==> config.mk <==
export PLATFORM = sky130hd
export DESIGN_NAME = alu_arbiter
export DESIGN_NICKNAME = d
export VERILOG_FILES = /design/src/rtl/alu_arbiter.sv
export SDC_FILE = /design/constraint.sdc
export NUM_CORES = 1
export LEC_CHECK = 0
export BUFFER_PORTS_ARGS = -buffer_cell sky130_fd_sc_hd__buf_2
export CAP_MARGIN = 10
export CORE_MARGIN = 2
export CORE_UTILIZATION = 44
export DETAILED_ROUTE_END_ITERATION = 10
export GPL_TIMING_DRIVEN = 0
export PLACE_DENSITY = 0.89
export SLEW_MARGIN = 20
export SYNTH_ARGS = -nofsm -noshare
export SYNTH_HDL_FRONTEND = slang
export SYNTH_SLANG_ARGS = --single-unit
==> constraint.sdc <==
create_clock -name clk -period 1.5 [get_ports clk]
set_input_delay 0.3 -clock clk [delete_from_list [all_inputs] [get_ports clk]]
set_output_delay 0.3 -clock clk [all_outputs]
set_load 0.02 [all_outputs]
==> src/rtl/alu_arbiter.sv <==
// Two-requester arbiter/sequencer for the shared RV32I ALU: accept, one EXEC cycle, hold response.
// Define ALU_ARB_RR_EN for round-robin arbitration; otherwise fixed priority to requester PRIO.

package alu_arbiter_pkg;

    localparam logic [3:0] ALUOP_ADD  = 4'd0;
    localparam logic [3:0] ALUOP_SUB  = 4'd1;
    localparam logic [3:0] ALUOP_AND  = 4'd2;
    localparam logic [3:0] ALUOP_OR   = 4'd3;
    localparam logic [3:0] ALUOP_XOR  = 4'd4;
    localparam logic [3:0] ALUOP_SLTU = 4'd5;
    localparam logic [3:0] ALUOP_SLT  = 4'd6;
    localparam logic [3:0] ALUOP_SLL  = 4'd7;
    localparam logic [3:0] ALUOP_SRL  = 4'd8;
    localparam logic [3:0] ALUOP_SRA  = 4'd9;

    typedef enum logic [1:0] {
        IDLE = 2'd0,
        EXEC = 2'd1,
        RESP = 2'd2
    } state_t;

    function automatic logic is_legal_op(input logic [3:0] op);
        case (op)
            ALUOP_ADD, ALUOP_SUB, ALUOP_AND, ALUOP_OR, ALUOP_XOR,
            ALUOP_SLTU, ALUOP_SLT, ALUOP_SLL, ALUOP_SRL, ALUOP_SRA: return 1'b1;
            default:                                                return 1'b0;
        endcase
    endfunction

endpackage

module alu_arbiter
    import alu_arbiter_pkg::*;
#(
    parameter logic PRIO = 1'b0
) (
    input  logic        clk,
    input  logic        rst_n,

    input  logic        r0_valid,
    output logic        r0_ready,
    input  logic [31:0] r0_a,
    input  logic [31:0] r0_b,
    input  logic [3:0]  r0_op,

    input  logic        r1_valid,
    output logic        r1_ready,
    input  logic [31:0] r1_a,
    input  logic [31:0] r1_b,
    input  logic [3:0]  r1_op,

    output logic        rsp_valid,
    output logic        rsp_id,
    input  logic        rsp_ready,
    output logic [31:0] rsp_result,
    output logic        rsp_zero,
    output logic        rsp_err,

    output logic        busy,

    output logic [31:0] alu_a,
    output logic [31:0] alu_b,
    output logic [3:0]  alu_op,
    input  logic [31:0] alu_out,
    input  logic        alu_zero
);

    state_t      state;
    state_t      state_next;
    logic        grant_id;
    logic        winner;
    logic        accept;
    logic        req_illegal;
    logic [31:0] sel_a;
    logic [31:0] sel_b;
    logic [3:0]  sel_op;

    // ---------------------------------------------------------------
    // Arbitration
    // ---------------------------------------------------------------
`ifdef ALU_ARB_RR_EN
    logic last;

    assign winner = ~last;

    always_ff @(posedge clk or negedge rst_n) begin
        if (!rst_n) begin
            last <= 1'b1;
        end else if (accept) begin
            last <= grant_id;
        end
    end
`else
    assign winner = PRIO;
`endif

    // NOTE: every output of a combinational block gets a default first,
    // so no path can leave it unassigned and infer a latch.
    always_comb begin
        grant_id = 1'b0;
        if (r0_valid && r1_valid) begin
            grant_id = winner;
        end else if (r1_valid) begin
            grant_id = 1'b1;
        end
    end

    assign sel_a  = grant_id ? r1_a  : r0_a;
    assign sel_b  = grant_id ? r1_b  : r0_b;
    assign sel_op = grant_id ? r1_op : r0_op;
    assign accept = r0_ready || r1_ready;

    // ---------------------------------------------------------------
    // FSM: state register / next state / outputs
    // ---------------------------------------------------------------
    // NOTE: clocked state uses non-blocking assignment so every register
    // samples pre-edge values regardless of block ordering.
    always_ff @(posedge clk or negedge rst_n) begin
        if (!rst_n) begin
            state <= IDLE;
        end else begin
            state <= state_next;
        end
    end

    always_comb begin
        state_next = state;
        case (state)
            IDLE:    if (accept)    state_next = EXEC;
            EXEC:                   state_next = RESP;
            RESP:    if (rsp_ready) state_next = IDLE;
            default:                state_next = IDLE;
        endcase
    end

    always_comb begin
        r0_ready  = 1'b0;
        r1_ready  = 1'b0;
        rsp_valid = 1'b0;
        busy      = 1'b1;
        case (state)
            IDLE: begin
                r0_ready = r0_valid && !grant_id;
                r1_ready = r1_valid &&  grant_id;
                busy     = 1'b0;
            end
            RESP:    rsp_valid = 1'b1;
            default: ;
        endcase
    end

    // ---------------------------------------------------------------
    // Operand registers drive the ALU directly and hold between ops.
    // Illegal codes are replaced by ADD so the ALU's own default path
    // is never selected; the result is overridden at capture instead.
    // ---------------------------------------------------------------
    always_ff @(posedge clk or negedge rst_n) begin
        if (!rst_n) begin
            alu_a       <= '0;
            alu_b       <= '0;
            alu_op      <= ALUOP_ADD;
            req_illegal <= 1'b0;
            rsp_id      <= 1'b0;
        end else if (accept) begin
            alu_a       <= sel_a;
            alu_b       <= sel_b;
            alu_op      <= is_legal_op(sel_op) ? sel_op : ALUOP_ADD;
            req_illegal <= !is_legal_op(sel_op);
            rsp_id      <= grant_id;
        end
    end

    always_ff @(posedge clk or negedge rst_n) begin
        if (!rst_n) begin
            rsp_result <= '0;
            rsp_zero   <= 1'b0;
            rsp_err    <= 1'b0;
        end else if (state == EXEC) begin
            if (req_illegal) begin
                rsp_result <= '0;
                rsp_zero   <= 1'b1;
                rsp_err    <= 1'b1;
            end else begin
                rsp_result <= alu_out;
                rsp_zero   <= alu_zero;
                rsp_err    <= 1'b0;
            end
        end
    end

`ifndef SYNTHESIS
    a_one_ready : assert property (@(posedge clk) disable iff (!rst_n)
        !(r0_ready && r1_ready));

    a_rsp_hold : assert property (@(posedge clk) disable iff (!rst_n)
        (rsp_valid && !rsp_ready) |=> (rsp_valid && $stable(rsp_result)
                                       && $stable(rsp_id) && $stable(rsp_zero)
                                       && $stable(rsp_err)));
`endif

endmodule

==> results.md, run 1 <==
* Leak at around 3.8 nW
* Failing checks: negative setup slack
* Sw Ratio at 45.5%
* Outcome: complete, but fails checks
* Detailed Routing Iterations Pass 1 at 4
* Crit path capture type: primary output
* Launch point of the worst path: state[1]
* Syn Area/Cell at 10.4 um^2
* Net Sw Power at 6.13 mW
* Synth Area in Compound Gates at between 10% and 20%
* Relative slew margins at between 70 and 80%
* RSZ-0062 raised after global routing: yes
* Ports at approximately 280
* Clk pin slew, worst setup/hold paths at approximately 0.11 ns
* Tcrit/Tclk final at 107%
* Vias per cell at a little under 5
* HP Class: in2reg
* Die Area at 0.0118 mm^2
* Post-DR wirelength/cell at 15.1 um
* Layout cells sized above 1 at between 40 and 50%
* Layout area overhead at 40.0%
* Maximum clock rate at roughly 0.62 GHz
* YS warnings at 0
* Crit path kind: reg2out
* Logic gate share of total power at around 51%
* Number of H-tree levels at 3
* Synth Cell Area at slightly below 0.005 mm^2
* Distinct cells, synth at 22
* Post-synthesis simple-gate area fraction at approximately 13%
* DRC violations left at 0
* FF-to-FF Start: state[1]
* Hold Vio Cnt, Final at 0
* Clock Power Share at 12.5%
* Rows at 38
* Minimum clock period at ~1.6 ns
* Clk_lat worst skew at roughly 0.36 ns
* Port Buf Inserts at 280
* Vias in the first global route at around 4300
* RD Place Congestion at approximately 0.78
* Total gr overflow at 0
* Final HPWL DP at approximately 11000 um
* Dpl ws at -0.189 ns
* Die width at 109 um
* Max-cap viol count at 0
* Worst VDD drop at 0.933 mV
* Largest net degree at the start of global routing at 63
* Crit-path max FO at 4
* Largest family of logic cells by synthesized area: multiplexers
* Power Dens Cells at 2000 mW/mm^2
* Final Setup Violations at 23
* WL final at 13700 um
* Synth Area in Adders at 0%
* Die Y-Extent at 109 um
* Worst Tran Pin Value at 0.428 ns
* Most frequent cells in the layout: buf_2, dfrtp_1, nand2_1
* Initial Util at about 45%
* TritonCTS buffer count at 9
* Antenna violations before repair at 0
* CTS Root Cell: clkbuf_8
* Seq/Total Area, Yosys at a little under three fifths
* Nets at roughly 940
* XOR/XNOR share of the synthesized area at 0%
* CTS tree: yes
* Via count at ~4400
* Slew Viols, Final at 0
* Most common cell after layout, fill and taps aside: buf_2
* Final antenna-violating net count at 0
* First-pass GRT wire length at roughly 20000 um
* Syn Inst Count at roughly 460
* Final worst slack at -0.100 ns
* Clock sinks at 106
* DRT iter0 DRCs at 241
* Fillcell total at 939
* Startpoint Class: register
* Relative contribution of sequential cells to total power at roughly 37%
* Post-synthesis mux area share at between 10 and 15%
* Ant diodes at 0
* CP arrival at between 1 and 1.5 ns
* Clock skew at between 0.01 and 0.015 ns
* Gr usage total at between 20 and 25%
* Flop and latch count out of synthesis at approximately 110
* Core box area at 0.0107 mm^2
* Worst EP required at 1.20 ns
* Clk buf depth at 2
* Hold slack at between 0.15 and 0.2 ns
* Hold Startpoint: alu_out[1]
* Internal Power at 7.34 mW
* Syn_nets at about 640
per-stage QoR:
step	util, %	cells	setup TNS (ns)	cell area (um^2)	power (mW)
detailed placement	59.7	885	-9.15	6420	11.5
finish	62.7	906	-1.03	6730	13.5
global placement	59.4	884	-115.12	6390	11.3
global route	62.7	906	-2.17	6730	14.4
floorplan	-	464	0	4810	8.90
CTS	62.1	904	-0.414	6680	13.3
power by group through the flow:
stage	logic, mW	clock network [mW]	registers, mW
floorplan	2.35	0	6.55
global placement	6.34	0	4.92
detailed placement	6.53	0	4.97
CTS	6.70	1.72	4.93
global route	7.47	1.82	5.09
finish	6.86	1.68	4.93
state kept, by name (all words and copies together) (netlist names):
name and flops:
alu_op 4, rsp_id 1, req_illegal 1, rsp_zero 1, state 2, rsp_err 1
alu_b 32, alu_a 32, rsp_result 32
synthesized netlist by cell type (all sizes together):
cell type | count | area [um^2]
o21ai | 101 | 509
clkbuf | 18 | 67.6
a21oi | 1 | 5.00
o31ai | 3 | 32.5
inv | 5 | 18.8
a32o | 1 | 10.0
and2 | 1 | 6.26
dfrtp | 106 | 2650
nor2 | 6 | 25.0
mux2 | 2 | 26.3
buf | 15 | 173
mux2i | 67 | 671
nand2b | 35 | 226
nand2 | 103 | 387
cell families (layout without fill, tap and decap cells):
group | Yosys count | after routing
flops | 106 | 106
buf+inv | 38 | 340
mux | 69 | 69
compound gates | 106 | 106
simple gates | 145 | 145
per-layer routing:
layer / up-vias / GRT usage, % / share of wire (%)
li1: 2149 / - / -
met1: 2077 / 26.0 / 39
met2: 175 / 41.6 / 52
met3: 11 / 5.61 / 7.6
met4: 0 / 4.40 / 0.80
met5: - / 0 / 0
path summary, 6_finish.rpt:
path,to,slack [ns],cells past startpoint
worst max-delay path,r0_ready,-0.10,3
worst min-delay path,rsp_result[1],0.18,3
worst max register to register,alu_op[1],-0.07,8
worst min register to register,alu_op[3],0.48,2
max in group asynchronous,alu_a[26],0.42,3
min in group asynchronous,rsp_result[15],0.42,2
worst max-delay path, stage by stage (launching register included):
cell,delay [ns]
dfrtp_1,0.43
nor2_4,0.22
and2_4,0.19
buf_6,0.11
layout make-up:
class / instances / area, um^2 / share of cell area [%]
Sequential cell: 106 / 2650 / 39.4
Multi-Input combinational cell: 320 / 1920 / 28.5
Timing Repair Buffer: 286 / 1490 / 22.2
Buffer: 33 / 290 / 4.31
Tap cell: 140 / 175 / 2.60
Clock buffer: 9 / 124 / 1.84
Clock inverter: 7 / 60.1 / 0.892
Inverter: 5 / 18.8 / 0.279
timing repair:
action / 4_1_cts / 5_1_grt
hold endpoints to repair: 44 / 0
pin swaps: 3 / 1
setup endpoints to repair: 73 / 75
hold buffers: 1 / 0
setup buffers: 2 / 2
gates resized for setup: 19 / 53
Note: power is estimated with default switching activity, not from simulation.
==> run 2, diff against run 1 <==
--- a/config.mk
+++ b/config.mk
@@ -6,12 +6,11 @@
 export NUM_CORES = 1
 export LEC_CHECK = 0
 export BUFFER_PORTS_ARGS = -buffer_cell sky130_fd_sc_hd__buf_2
-export CAP_MARGIN = 10
-export CORE_MARGIN = 2
-export CORE_UTILIZATION = 44
+export CORE_AREA = 2 2 108 110
 export DETAILED_ROUTE_END_ITERATION = 10
+export DIE_AREA = 0 0 110 112
 export GPL_TIMING_DRIVEN = 0
-export PLACE_DENSITY = 0.89
+export PLACE_DENSITY = 0.87
 export SLEW_MARGIN = 20
 export SYNTH_ARGS = -nofsm -noshare
 export SYNTH_HDL_FRONTEND = slang
==> constraint.sdc (replaced) <==
create_clock -name clk -period 1.9 [get_ports clk]
set_input_delay 0.38 -clock clk [delete_from_list [all_inputs] [get_ports clk]]
set_output_delay 0.38 -clock clk [all_outputs]
set_load 0.02 [all_outputs]
==> results.md, run 2 (synthesis gave the netlist of run 1 again) <==
* Outcome: finished, final reports clean (was complete, but fails checks)
* Post-DR wirelength/cell at 15.1 um (about the same)
* Number of H-tree levels at 3 (unchanged)
* Maximum clock rate at ~0.58 GHz
* Crit path capture type: primary output (unchanged)
* Layout Cells excl Fill at 905 (was 906)
* Antenna violations before repair at 0 (unchanged)
* Vias in the first global route at 4345 (was 4296)
* Nets at 931 (was 935)
* Via count at 4441 (was 4412)
* RD Place Congestion at 0.782 (was 0.781)
* Layout area overhead at 39.9% (was 40.0%)
* Max-cap viol count at 0 (unchanged)
* Layout cells sized above 1 at 41.9% (was 44.4%)
* Relative slew margins at 68.8% (was 71.5%)
* Worst-path cell with the longest stage delay: buf_2 (was dfrtp_1)
* Startpoint Class: input port (was register)
* RSZ-0062 raised after global routing: no (was yes)
* DRT iter0 DRCs at 247 (was 241)
* Final HPWL DP at 10700 um (was 10800 um)
* Clock sinks at 106 (unchanged)
* Worst EP required at 1.52 ns (was 1.20 ns)
* TritonCTS buffer count at 9 (unchanged)
* Crit-path max FO at 10 (was 4)
* Final worst slack at 0.179 ns (was -0.100 ns)
* Most common cell after layout, fill and taps aside: buf_2 (unchanged)
* Clk_lat worst skew at 0.34 ns (was 0.36 ns)
* Slew Viols, Final at 0 (unchanged)
* CP most frequent cell: buf_12
* Top flop regs: alu_a (32), alu_b (32), rsp_result (32) (unchanged)
* Power Dens Cells at 1600 mW/mm^2 (was 2000 mW/mm^2)
* Hold Vio Cnt, Final at 0 (unchanged)
* Final Setup Violations at 0 (was 23)
* Die Y-Extent at 112 um (was 109 um)
* Fillcell total at 988 (was 939)
* CP arrival at 1.34 ns (was 1.30 ns)
* Initial Util at 43.0% (was 44.8%)
* Die Area at 0.0123 mm^2 (was 0.0118 mm^2)
* Final antenna-violating net count at 0 (unchanged)
* Worst VDD drop at 0.979 mV (was 0.933 mV)
* CTS Root Cell: clkbuf_16 (was clkbuf_8)
* Dpl cell area at 0.00642 mm^2 (about the same)
* Cell family contributing the most delay on the critical path: buffers and inverters (was flip-flops)
* Max stage delay on crit path at 0.16 ns (was 0.43 ns)
* Dpl ws at 0.171 ns (was -0.189 ns)
* Leak at 3.82 nW (was 3.85 nW)
* Worst path bufs/invs at 5 (was 1)
* Die width at 110 um (was 109 um)
* Ant diodes at 0 (unchanged)
* Setup bufs post-CTS at 0 (was 2)
* Fin area at 0.00673 mm^2 (about the same)
* Tcrit/Tclk final at just over 90%
* WL final at 13700 um (about the same)
* HP Class: in2reg (unchanged)
* Port Buf Inserts at 280 (unchanged)
* Core box area at 0.0112 mm^2 (was 0.0107 mm^2)
* Worst Tran Pin Value at 0.467 ns (was 0.428 ns)
* Clk buf depth at 2 (unchanged)
* Largest net degree at the start of global routing at 61 (was 63)
* Clk pin slew, worst setup/hold paths at 0.07 ns (was 0.11 ns)
* Critical-path cell list: buf_2 > nand2b_4 > buf_12 > buf_12 > buf_12 > nor2_1 > buf_2 (was nor2_4 > and2_4 > buf_6)
* Ports at 281 (unchanged)
* Most frequent cells in the layout: buf_2, dfrtp_1, nand2_1 (unchanged)
* Rows at 39 (was 38)
* CTS tree: yes (unchanged)
* First-pass GRT wire length at 21000 um (was 20500 um)
* Total gr overflow at 0 (unchanged)
* DRC violations left at 0 (unchanged)
* Gr usage total at 22.0% (was 22.4%)
* Crit path kind: in2out (was reg2out)
* Clock skew at 0.00510 ns (was 0.0149 ns)
* Minimum clock period at between 1.5 and 2 ns
* Vias per cell at 4.91 (was 4.87)
* Placed cells at 888 (was 885)
* Detailed Routing Iterations Pass 1 at 4 (unchanged)
==> run 2: cell types whose count changed in the layout (fill, tap and decap cells not counted), moves of 7 or more <==
cell       change
clkbuf_16      +9
o21ai_0       +17
buf_4         -10
o21ai_1       -16
clkbuf_8       -7
clkbuf_1      +11
==> run 2: report_power, final <==
group | switching (mW) | internal [mW]
Combinational | 3.34 | 1.73
Clock | 0.843 | 0.966
Sequential | 0.579 | 3.33
Total | 4.76 | 6.03
==> run 2: final timing paths <==
kind / end / cells after the start / slack (ns) / from
setup / recovery: r1_ready / 7 / 0.18 / r0_valid
hold / removal: state[1] / 2 / 0.24 / rsp_ready
setup reg to reg: alu_a[1] / 7 / 0.38 / state[1]
hold reg to reg: alu_b[6] / 2 / 0.47 / alu_b[6]
max in group asynchronous: rsp_result[4] / 3 / 0.72 / rst_n
min in group asynchronous: alu_a[2] / 2 / 0.53 / rst_n
==> run 2: repair_timing <==
item | 4_1_cts | 5_1_grt
gates resized for setup | 0 | 1
hold buffers | 1 | 0
endpoints found under the hold margin | 46 | 0
endpoints found under the setup margin | 0 | 1
==> run 2: through the flow <==
step | hold WS (ns) | total power [mW] | setup TNS, ns | utilization, %
finish | 0.235 | 10.8 | 0 | 60.2
global route | 0.241 | 11.5 | 0 | 60.2
CTS | 0.233 | 10.9 | 0 | 60.2
detailed placement | 0.346 | 9.07 | 0 | 57.5
global placement | 0.456 | 8.91 | -73.30 | 57.2
floorplan | 0.0844 | 7.03 | 0 | -
==> run 2: per-layer routing <==
metal  track usage (%)  vias to the layer above  wire length [um]
li1                  -                     2143                 -
met1              26.5                     2081              5480
met2              38.5                      197              6940
met3              4.51                       20              1040
met4              7.76                        0               245
met5                 0                        -                 0
==> run 2: worst register-to-register path: stages (launching register included) <==
cell	delay, ns
dfrtp_1	0.41
nor2_4	0.20
o21ai_2	0.11
buf_6	0.16
buf_6	0.15
buf_2	0.21
nand2_1	0.10
o21ai_1	0.06
==> run 2: area by class of cell <==
cell class,instances,area (um^2),share of cell area (%)
Clock buffer,11,253,3.76
Inverter,5,18.8,0.279
Timing Repair Buffer,282,1450,21.5
Tap cell,143,179,2.66
Multi-Input combinational cell,320,1900,28.3
Sequential cell,106,2650,39.4
Clock inverter,5,37.5,0.558
Buffer,33,240,3.57
==> run 3, diff against run 2 <==
--- a/config.mk
+++ b/config.mk
@@ -10,7 +10,7 @@
 export DETAILED_ROUTE_END_ITERATION = 10
 export DIE_AREA = 0 0 110 112
 export GPL_TIMING_DRIVEN = 0
-export PLACE_DENSITY = 0.87
+export PLACE_DENSITY = 0.86
 export SLEW_MARGIN = 20
 export SYNTH_ARGS = -nofsm -noshare
 export SYNTH_HDL_FRONTEND = slang
==> results.md, run 3 (synthesis gave the netlist of run 1 again) <==
* Post-DR wirelength/cell at 14.8 um (was 15.1 um)
* Worst EP required at 1.52 ns (about the same)
* Post-route setup TNS at 0 ns (unchanged)
* Total gr overflow at 0 (unchanged)
* Top flop regs: alu_a (32), alu_b (32), rsp_result (32) (unchanged)
* Final antenna-violating net count at 0 (unchanged)
* Layout area overhead at 39.8% (was 39.9%)
* Clock sinks at 106 (unchanged)
* RSZ-0062 raised after global routing: no (unchanged)
* Nets at 931 (unchanged)
* Internal Power at 6.00 mW (was 6.03 mW)
* CTS Root Cell: clkbuf_16 (unchanged)
* Final Setup Violations at 0 (unchanged)
* Gr usage total at 22.0% (about the same)
* Max-cap viol count at 0 (unchanged)
* Most frequent cells in the layout: buf_2, dfrtp_1, nand2_1 (unchanged)
* Relative slew margins at 67.6% (was 68.8%)
* Clock Power Share at 16.7% (was 16.8%)
* Most common cell after layout, fill and taps aside: buf_2 (unchanged)
* Max stage delay on crit path at 0.16 ns (about the same)
* Worst Tran Pin Value at 0.486 ns (was 0.467 ns)
* Slew Viols, Final at 0 (unchanged)
* Antenna violations before repair at 0 (unchanged)
* Leak at 3.82 nW (about the same)
* Critical-path cell list: buf_2 > nand2b_4 > buf_12 > buf_12 > buf_12 > nor2_1 > buf_2 (unchanged)
* CTS tree: yes (unchanged)
* DRT iter0 DRCs at 239 (was 247)
* Net Sw Power at 4.75 mW (was 4.76 mW)
* Final HPWL DP at 10700 um (about the same)
* Number of H-tree levels at 3 (unchanged)
* First-pass GRT wire length at 21000 um (about the same)
* Final worst slack at 0.183 ns (was 0.179 ns)
* Vias in the first global route at 4387 (was 4345)
* Clk_lat worst skew at 0.34 ns (about the same)
* Detailed Routing Iterations Pass 1 at 4 (unchanged)
* Crit path capture type: primary output (unchanged)
* Hold slack at 0.272 ns (was 0.235 ns)
* Initial Util at 43.0% (unchanged)
* RD Place Congestion at 0.792 (was 0.782)
* Relative contribution of sequential cells to total power at 36.3% (was 36.2%)
* TritonCTS buffer count at 9 (unchanged)
* Sw Ratio at 44.2% (was 44.1%)
* Worst-path cell with the longest stage delay: buf_2 (unchanged)
* WL final at 13400 um (was 13700 um)
* Rows at 39 (unchanged)
* HP Class: in2reg (unchanged)
* Dpl ws at 0.173 ns (was 0.171 ns)
* Power Dens Cells at 1600 mW/mm^2 (about the same)
* Crit path kind: in2out (unchanged)
* Overall Power at 10.7 mW (was 10.8 mW)
* Die width at 110 um (unchanged)
* Outcome: finished, final reports clean (unchanged)
* Startpoint Class: input port (unchanged)
* Ports at 281 (unchanged)
* Via count at 4383 (was 4441)
* Clock skew at 0.0135 ns (was 0.00510 ns)
* Core box area at 0.0112 mm^2 (unchanged)
* Logic gate share of total power at 47.0% (about the same)
* Worst VDD drop at 0.790 mV (was 0.979 mV)
* DRC violations left at 0 (unchanged)
* Clk buf depth at 2 (unchanged)
* Layout cells sized above 1 at 41.9% (unchanged)
* Port Buf Inserts at 280 (unchanged)
* Die Y-Extent at 112 um (unchanged)
* Clk pin slew, worst setup/hold paths at 0.07 ns (about the same)
* CP arrival at 1.34 ns (about the same)
* Fillcell total at 1009 (was 988)
* Hold Vio Cnt, Final at 0 (unchanged)
* Vias per cell at 4.84 (was 4.91)
* Tcrit/Tclk final at 90.4% (was 90.6%)
* Minimum clock period at 1.72 ns (about the same)
* Ant diodes at 0 (unchanged)
* Final Util at 60.2% (about the same)
* Setup bufs post-CTS at 0 (unchanged)
* CP most frequent cell: buf_12 (unchanged)
* Die Area at 0.0123 mm^2 (unchanged)
* Largest net degree at the start of global routing at 66 (was 61)
* Maximum clock rate at 0.582 GHz (was 0.581 GHz)
* Crit-path max FO at 10 (unchanged)
## run 3: power by group through the flow
stage | Combinational, mW | Clock, mW | Sequential [mW]
final | 5.05 | 1.79 | 3.91
after global routing | 5.58 | 1.93 | 4.04
after CTS | 5.12 | 1.84 | 3.90
after detailed placement | 5.13 | 0 | 3.93
after global placement | 4.99 | 0 | 3.89
after floorplan | 1.85 | 0 | 5.17
## run 3: area by class of cell
class	count	area [um^2]	area share (%)
buffer	33	240	3.57
clock buffer	10	239	3.55
clock inverter	6	47.5	0.707
inverter	5	18.8	0.279
multi-input combinational	320	1900	28.3
sequential	106	2650	39.4
tap	143	179	2.66
timing repair buffer	282	1450	21.5
## run 3: timing repair
item	in CTS	in global routing
endpoints found under the setup margin	0	1
hold endpoints to repair	41	0
hold buffers	1	0
resized for setup	0	1
## run 3: worst max-delay path, delay by kind of cell
| kind | cells | cell delay (ns) |
|---|---|---|
| buf+inv | 5 | 0.72 |
| simple gates | 2 | 0.22 |
## run 3: worst paths after layout
kind,from,to,slack [ns],depth (start not counted)
max reg2reg,state[1],alu_a[5],0.40,7
min reg2reg,alu_a[11],alu_a[11],0.47,2
min in group asynchronous,rst_n,alu_a[0],0.52,2
max in group asynchronous,rst_n,rsp_id,0.71,3
max,r0_valid,r1_ready,0.18,7
min,rsp_ready,state[1],0.27,2
## run 3: metal layers
| metal | routed length [um] | global-route usage (%) | share of wire, % |
|---|---|---|---|
| met3 | 921 | 5.97 | 6.9 |
| met4 | 159 | 4.73 | 1.2 |
| met2 | 6990 | 39.8 | 52 |
| met5 | 0 | 0 | 0 |
| met1 | 5340 | 25.7 | 40 |
## run 3: per-stage QoR
stage / std cells / instance area [um^2]
floorplan: 464 / 4810
global placement: 887 / 6390
detailed placement: 888 / 6420
CTS: 905 / 6720
global route: 905 / 6730
finish: 905 / 6730
